===== src/rtl/pc_stack.sv =====
// Program counter confined to [LO,HI] with a DEPTH-entry return-address stack.
// One-cycle latency on Saida/Nivel/Erro; PCEsc=0 freezes all state, no backpressure.
module pc_stack #(
   parameter int               WIDTH     = 8,
   parameter logic [WIDTH-1:0] LO        = 8'b10000000,
   parameter logic [WIDTH-1:0] HI        = 8'b11111111,
   parameter logic [WIDTH-1:0] RESET_VEC = 8'b10000000,
   parameter int               DEPTH     = 4
) (
   input  logic                           clock,
   input  logic                           reset,
   input  logic                           PCEsc,
   input  logic [1:0]                     Modo,
   input  logic [WIDTH-1:0]               Entrada,
   output logic [WIDTH-1:0]               Saida,
   output logic [$clog2(DEPTH+1)-1:0]     Nivel,
   output logic                           Vazia,
   output logic                           Cheia,
   output logic                           Erro
);

   localparam int NW = $clog2(DEPTH + 1);
   localparam int AW = (DEPTH > 1) ? $clog2(DEPTH) : 1;
   localparam logic [NW-1:0]    FULL = NW'(DEPTH);
   localparam logic [WIDTH-1:0] SPAN = HI - LO;

   localparam logic [1:0] OP_INC  = 2'b00;
   localparam logic [1:0] OP_JUMP = 2'b01;
   localparam logic [1:0] OP_CALL = 2'b10;
   localparam logic [1:0] OP_RET  = 2'b11;

   logic [WIDTH-1:0] stk [DEPTH];
   logic [WIDTH-1:0] seq_pc;
   logic [WIDTH-1:0] rel;
   logic             in_win;
   logic [NW-1:0]    top_n;

   // Window test as a single unsigned offset compare: Entrada-LO wraps high when below LO.
   assign rel    = Entrada - LO;
   assign in_win = (rel <= SPAN);
   assign seq_pc = (Saida == HI) ? LO : Saida + WIDTH'(1);
   assign top_n  = Nivel - NW'(1);

   assign Vazia = (Nivel == '0);
   assign Cheia = (Nivel == FULL);

   always_ff @(posedge clock) begin
      if (!reset) begin
         Saida <= RESET_VEC;
         Nivel <= '0;
         Erro  <= 1'b0;
      end else begin
         Erro <= 1'b0;
         if (PCEsc) begin
            case (Modo)
               OP_INC: Saida <= seq_pc;
               OP_JUMP: begin
                  if (in_win) Saida <= Entrada;
                  else        Erro  <= 1'b1;
               end
               OP_CALL: begin
                  if (in_win && !Cheia) begin
                     stk[Nivel[AW-1:0]] <= seq_pc;
                     Saida <= Entrada;
                     Nivel <= Nivel + NW'(1);
                  end else begin
                     Erro <= 1'b1;
                  end
               end
               OP_RET: begin
                  if (!Vazia) begin
                     Saida <= stk[top_n[AW-1:0]];
                     Nivel <= top_n;
                  end else begin
                     Erro <= 1'b1;
                  end
               end
               default: Erro <= 1'b0;
            endcase
         end
      end
   end

endmodule


===== config.mk =====
export PLATFORM = sky130hd
export DESIGN_NAME = pc_stack
export DESIGN_NICKNAME = d
export VERILOG_FILES = /design/src/rtl/pc_stack.sv
export SDC_FILE = /design/constraint.sdc
export NUM_CORES = 1
export LEC_CHECK = 0
export ABC_CLOCK_PERIOD_IN_PS = 2800
export BUFFER_PORTS_ARGS = -buffer_cell sky130_fd_sc_hd__buf_2
export CORE_MARGIN = 3
export CORE_UTILIZATION = 57
export DETAILED_ROUTE_END_ITERATION = 12
export PLACE_DENSITY = 0.87
export SETUP_SLACK_MARGIN = 0.2
export SLEW_MARGIN = 10
export SYNTH_ARGS = -nofsm -noshare
export SYNTH_HDL_FRONTEND = slang
export SYNTH_SLANG_ARGS = --single-unit

===== constraint.sdc =====
create_clock -name clock -period 2.8 [get_ports clock]
set_clock_uncertainty 0.05 [all_clocks]
set_input_delay 0.56 -clock clock [delete_from_list [all_inputs] [get_ports clock]]
set_output_delay 0.56 -clock clock [all_outputs]
set_load 0.02 [all_outputs]

==> impl_metrics.env, run 1 <==
export IMPL_io_buffers=26
export IMPL_hpwlAfterDp_um=3291
export IMPL_cts_repair_resized=0
export IMPL_grt_pass1_vias=1502
export IMPL_ctsLongestPathBuffers=2
export IMPL_cts_buffers=5
export IMPL_ys_flop_type="edfxtp_1"
export IMPL_synth_most_common_cell="edfxtp_1"
export IMPL_slew_violations=0
export IMPL_p_leak_nw=0.9030
export IMPL_required_ns=2.92
export IMPL_n_antenna_cell=0
export IMPL_drive_gt1_share_pct=21.17
export IMPL_die_y_um=69.23
export IMPL_synth_area_leader_cell="edfxtp_1"
export IMPL_p_clk_share_pct=29.8
export IMPL_rsz0062_at_grt="false"
export IMPL_period_share_pct=78.40
export IMPL_intPower_w=0.001005
export IMPL_grt_max_degree=21
export IMPL_antenna_found_initial=0
export IMPL_syn_to_final_growth_pct=10.93
export IMPL_worstHoldPathCells=2
export IMPL_cts_hold_buffers=0
export IMPL_crit_path_end_kind="flop"
export IMPL_die_area_mm2=0.004792
export IMPL_p_sw_share_pct=26.28
export IMPL_nets=244
export IMPL_post_cts_setup_buffer_count=0
export IMPL_finalSetupViolations=0
export IMPL_irDropWorstVdd_uv=299.6
export IMPL_grt_pass1_wl_um=7700
export IMPL_coreArea_mm2=0.003744
export IMPL_period_minus_slack_ns=2.195
export IMPL_viasPerCell=5.922
export IMPL_status="completed"
export IMPL_wirelength_um=4576
export IMPL_clk_pin_slew_ns=0.09
export IMPL_synth_edf_count=32
export IMPL_critPathMaxFanout=8
export IMPL_worst_hold_path_type="in2reg"
export IMPL_h_tree_depth=2
export IMPL_ys_seq_area_share_pct=52.72
export IMPL_syn_inst=195
export IMPL_syn_nets=218
export IMPL_rows=22
export IMPL_synth_area_leaders="edfxtp_1 (42%), dfxtp_1 (11%), mux2i_1 (7.5%)"
export IMPL_root_buffer="clkbuf_8"
export IMPL_grt_usage_pct=20.60
export IMPL_synth_top_area_share_pct=42.17
export IMPL_powerDensity_mw_per_mm2=539.5
export IMPL_globalRouteOverflowTotal=0
export IMPL_drt_iter0_markers=170
export IMPL_fmaxAchievable_ghz=0.4555
export IMPL_cp_start_kind="flop"
export IMPL_antenna_left=0
export IMPL_seqPwrFrac_pct=54.5
export IMPL_fin_area_mm2=0.002527
export IMPL_relSlewSlack_pct=51.38
export IMPL_yosys_top_cells_count="edfxtp_1 (32), mux2i_1 (17), nand2_1 (15), nor2_1 (15), dfxtp_1 (12)"
export IMPL_cap_violations=0
export IMPL_num_vias=1599
export IMPL_detailedRoute_firstPassIterationCount=4
export IMPL_ys_ff_latch=44
export IMPL_io_pins=27
export IMPL_detail_route_wl_per_cell_um=16.95
export IMPL_cp_arrival_ns=2.32
export IMPL_drc=0
export IMPL_start_util_pct=60.86
export IMPL_synth_warnings=0
export IMPL_ys_types=46
export IMPL_clkSinkCount=44
export IMPL_synth_area_mm2=0.002278
export IMPL_worst_slew_pin_slew_ns=0.7293
export IMPL_placed_cell_area_mm2=0.002434
export IMPL_hold_viol_final=0
export IMPL_clock_latency_ns=0.30
export IMPL_comb_power_share_pct=15.7
export IMPL_gp_congestion=0.9063
export IMPL_worstRegToRegCells=7
export IMPL_crit_type="reg2reg"
export IMPL_die_width_um=69.23
export IMPL_switchingPower_w=0.0003584
export IMPL_cts_tree="built"
export IMPL_synth_area_per_cell_um2=11.68
export IMPL_tns_ns=0
export IMPL_async_flop_share_pct=0
[placed cells by master, fill, tap and decap left out, types with 2 or more instances in the layout]
| cell | instances |
|---|---|
| o21a_1 | 2 |
| mux2i_1 | 17 |
| a211oi_2 | 3 |
| a21oi_2 | 2 |
| o32ai_1 | 2 |
| buf_4 | 3 |
| inv_1 | 9 |
| o22ai_1 | 6 |
| ha_1 | 10 |
| clkbuf_8 | 6 |
| buf_2 | 26 |
| xnor2_1 | 4 |
| nand4_1 | 2 |
| and2_1 | 5 |
| edfxtp_1 | 32 |
| a21oi_1 | 6 |
| a2111oi_0 | 2 |
| nor2_1 | 15 |
| xor2_1 | 2 |
| nand2b_1 | 6 |
| nand2_1 | 15 |
| dfxtp_1 | 12 |
| nand3_1 | 6 |
| o21ai_0 | 6 |
[final timing paths]
| path | from | end | slack [ns] |
|---|---|---|---|
| max reg2reg | Nivel[1] | Saida[3] | 0.60 |
| min | reset | Saida[7] | 0.47 |
| max | Nivel[1] | Saida[3] | 0.60 |
| min reg2reg | Nivel[1] | Nivel[1] | 0.51 |
[stage by stage]
| stage | total power (W) | cells | hold WS [ns] | setup WS [ns] | utilization (%) |
|---|---|---|---|---|---|
| 6_report | 0.001364 | 270 | 0.4745 | 0.6048 | 67.51 |
| 3_3_place_gp | 0.0009649 | 262 | 0.4920 | 0.5008 | 65.01 |
| 4_1_cts | 0.001369 | 270 | 0.4716 | 0.6050 | 67.51 |
| 5_1_grt | 0.001433 | 270 | 0.4729 | 0.3911 | 67.51 |
| 2_1_floorplan | 0.0009093 | 195 | 0.5402 | 0.4747 | - |
| 3_5_place_dp | 0.0009683 | 262 | 0.4987 | 0.4442 | 65.01 |
[final cells by class]
type	count	area (um^2)
Fill cell	311	1216
Sequential cell	44	1201
Multi-Input combinational cell	132	985.9
Timing Repair Buffer	29	152.6
Clock buffer	7	86.33
Tap cell	48	60.06
Inverter	9	33.78
Clock inverter	1	7.507
[sequential cells by signal, summed over array words and instances, names as in the netlist]
register  cells
Nivel         3
Erro          1
Saida         8
stk          32
[kinds of logic after synthesis]
logic type / Yosys count / synth area share [%]
and+or+nand+nor: 53 / 10.98
DFF: 44 / 52.72
AOI/OAI and AO/OA: 43 / 14.88
muxes: 20 / 9.610
buffers and inverters: 19 / 4.008
adders and majority gates: 10 / 5.491
xor gates and xnor gates: 6 / 2.306
[power by group through the flow]
stage | Sequential [W] | Combinational (W) | Clock (W)
final | 0.000743 | 0.000214 | 0.000407
after floorplan | 0.000764 | 0.000146 | 0
after CTS | 0.000742 | 0.000213 | 0.000414
after detailed placement | 0.000757 | 0.000212 | 0
after global placement | 0.000756 | 0.000209 | 0
after global routing | 0.000745 | 0.000236 | 0.000452
[worst max-delay path, stage by stage, from the launching register on]
cell and delay (ns):
dfxtp_1 0.40, inv_1 0.10, ha_1 0.50, buf_4 0.23, mux2i_1 0.20, nor2_1 0.06
a2111oi_0 0.38, o32ai_1 0.16
[layer usage]
layer  vias to the layer above  track usage (%)  share of wire [%]
li1                        770                -                  -
met1                       742            30.53                 45
met2                        73            28.71                 46
met3                        14            4.638                7.0
met4                         0            9.328                2.8
met5                         -                0                  0
Power figures use the tool's default switching activity.
==> run 2: changes to the inputs <==
- ABC_CLOCK_PERIOD_IN_PS: 2800 -> 2100
- clock period: 2.8 -> 2.1 ns (I/O delays scaled with it)
==> run 2 against run 1 <==
Effect of this change: utilization increased by 3.7 points; clock-buffer cell count decreased by 2; non-clock buffer count increased by 13; cell area increased by 5.5%; critical path type unchanged; critical endpoint unchanged.
==> impl_metrics.env, run 2 (synthesis results as in run 1) <==
export IMPL_clkSinkCount=44
export IMPL_final_util_pct=71.26
export IMPL_period_share_pct=85.45
export IMPL_rsz0062_at_grt="false"
export IMPL_worst_hold_path_type="in2reg"
export IMPL_reg2reg_to="Saida[3]"
export IMPL_drc=0
export IMPL_ctsLongestPathBuffers=2
export IMPL_cp_start_kind="flop"
export IMPL_critPathMaxFanout=10
export IMPL_wirelength_um=4994
export IMPL_grt_usage_pct=21.27
export IMPL_detailedRoute_firstPassIterationCount=5
export IMPL_nFillCells=276
export IMPL_cp_cell_sequence="inv_1, ha_4, mux2i_1, nor2_1, a2111oi_1, o32ai_1"
export IMPL_drt_iter0_markers=101
export IMPL_crit_type="reg2reg"
export IMPL_grt_pass1_wl_um=7914
export IMPL_relSlewSlack_pct=54.92
export IMPL_p_leak_nw=0.9863
export IMPL_cp_arrival_ns=1.92
export IMPL_status="completed"
export IMPL_antenna_left=0
export IMPL_wl_met3_um=303
export IMPL_n_antenna_cell=0
export IMPL_wl_met1_um=2099
export IMPL_drive_gt1_share_pct=28.94
export IMPL_grt_max_degree=14
export IMPL_startpoint="Nivel[1]"
export IMPL_antenna_found_initial=0
export IMPL_crit_path_end_kind="flop"
export IMPL_fin_cells=283
export IMPL_root_buffer="clkbuf_8"
export IMPL_final_common_cell="edfxtp_1"
export IMPL_crit_path_max_incr_delay_ns=0.42
export IMPL_clk_pin_slew_ns=0.09
export IMPL_tns_ns=0
export IMPL_coreArea_mm2=0.003744
export IMPL_viasPerCell=5.841
export IMPL_syn_to_final_growth_pct=17.08
export IMPL_num_vias=1653
export IMPL_die_area_mm2=0.004792
export IMPL_crit_family="compound AO/OA/AOI/OAI gates"
export IMPL_detail_route_wl_per_cell_um=17.65
export IMPL_top_layer="met4"
export IMPL_finalSetupViolations=0
export IMPL_grt_pass1_vias=1592
export IMPL_gp_congestion=0.9292
export IMPL_start_util_pct=60.86
export IMPL_required_ns=2.22
export IMPL_worstRegToRegCells=6
export IMPL_globalRouteOverflowTotal=0
export IMPL_slew_violations=0
export IMPL_powerDensity_mw_per_mm2=730.7
export IMPL_cts_hold_buffers=0
export IMPL_r2r_start="Nivel[1]"
export IMPL_hold_viol_final=0
export IMPL_hpwlAfterDp_um=3632
export IMPL_io_buffers=26
export IMPL_layout_common_cells="edfxtp_1 (32), buf_2 (26), mux2i_1 (17)"
export IMPL_nets=257
export IMPL_period_minus_slack_ns=1.794
export IMPL_ff2ff_setup_slack_ns=0.31
export IMPL_cts_buffers=5
export IMPL_h_tree_depth=2
export IMPL_cp_endpoint="Saida[3]"
export IMPL_io_pins=27
export IMPL_cap_violations=0
export IMPL_timing_critical_path_slowest_stage_cell="a2111oi_1"
export IMPL_dp_cells=273
export IMPL_worst_slew_pin_slew_ns=0.6705
export IMPL_die_width_um=69.23
export IMPL_cp_depth=6
export IMPL_cts_tree="built"
export IMPL_fmaxAchievable_ghz=0.5573
export IMPL_die_y_um=69.23
export IMPL_rows=22
export IMPL_largest_reg_flops=32
export IMPL_dr_wl_met2_um=2506
export IMPL_clock_latency_ns=0.30
export IMPL_irDropWorstVdd_uv=589.6
export IMPL_crit_buf_inv=1
run 2: cell types whose count changed in the layout (fill, tap and decap cells not counted), moves of 2 or more:
cell and delta:
buf_4 +13, and2_1 -4, and2_2 +4, a2111oi_0 -2, clkinv_1 +2, dfxtp_1 -2
run 2: cell type report:
cell class	count	area [um^2]	area share, %
Multi-Input combinational cell	132	1011	37.90
Clock buffer	5	68.82	2.580
Sequential cell	44	1206	45.22
Clock inverter	3	37.54	1.407
Timing Repair Buffer	42	250.2	9.381
Inverter	9	33.78	1.266
Tap cell	48	60.06	2.251
run 2: worst min path at each step:
stage | slack [ns] | endpoint | cells past startpoint | startpoint
floorplan | 0.50 | Nivel[1] | 2 | Nivel[1]
global placement | 0.49 | Saida[0] | 2 | Saida[0]
detailed placement | 0.49 | Saida[0] | 2 | Saida[0]
CTS | 0.35 | Saida[7] | 2 | reset
global route | 0.36 | Saida[7] | 2 | reset
finish | 0.36 | Saida[7] | 2 | reset
run 2: metal layers:
layer  vias up  GRT usage [%]
met5         -              0
met4         0          6.725
met3         9          5.072
met2        58          35.59
met1       792          27.24
li1        794              -
run 2: where the power goes:
group	total, W	internal, W	switching (W)
logic	0.000342	0.000148	0.000194
registers	0.000980	0.000957	0.0000234
clock network	0.000627	0.000346	0.000281
total	0.00195	0.00145	0.000498
run 2: per-stage QoR:
step	power [W]	setup slack (ns)	cell area (um^2)	hold WS (ns)
floorplan	0.001226	0.2105	2313	0.4990
global placement	0.001318	0.09451	2539	0.4949
detailed placement	0.001325	0.04684	2539	0.4892
CTS	0.001935	0.2037	2646	0.3538
global route	0.002020	0.2273	2668	0.3567
finish	0.001949	0.3056	2668	0.3602
run 2: repair_timing:
item	4_1_cts	5_1_grt
endpoints found under the setup margin	1	2
buffers inserted	0	2
pin swaps	0	1
resized for setup	1	2
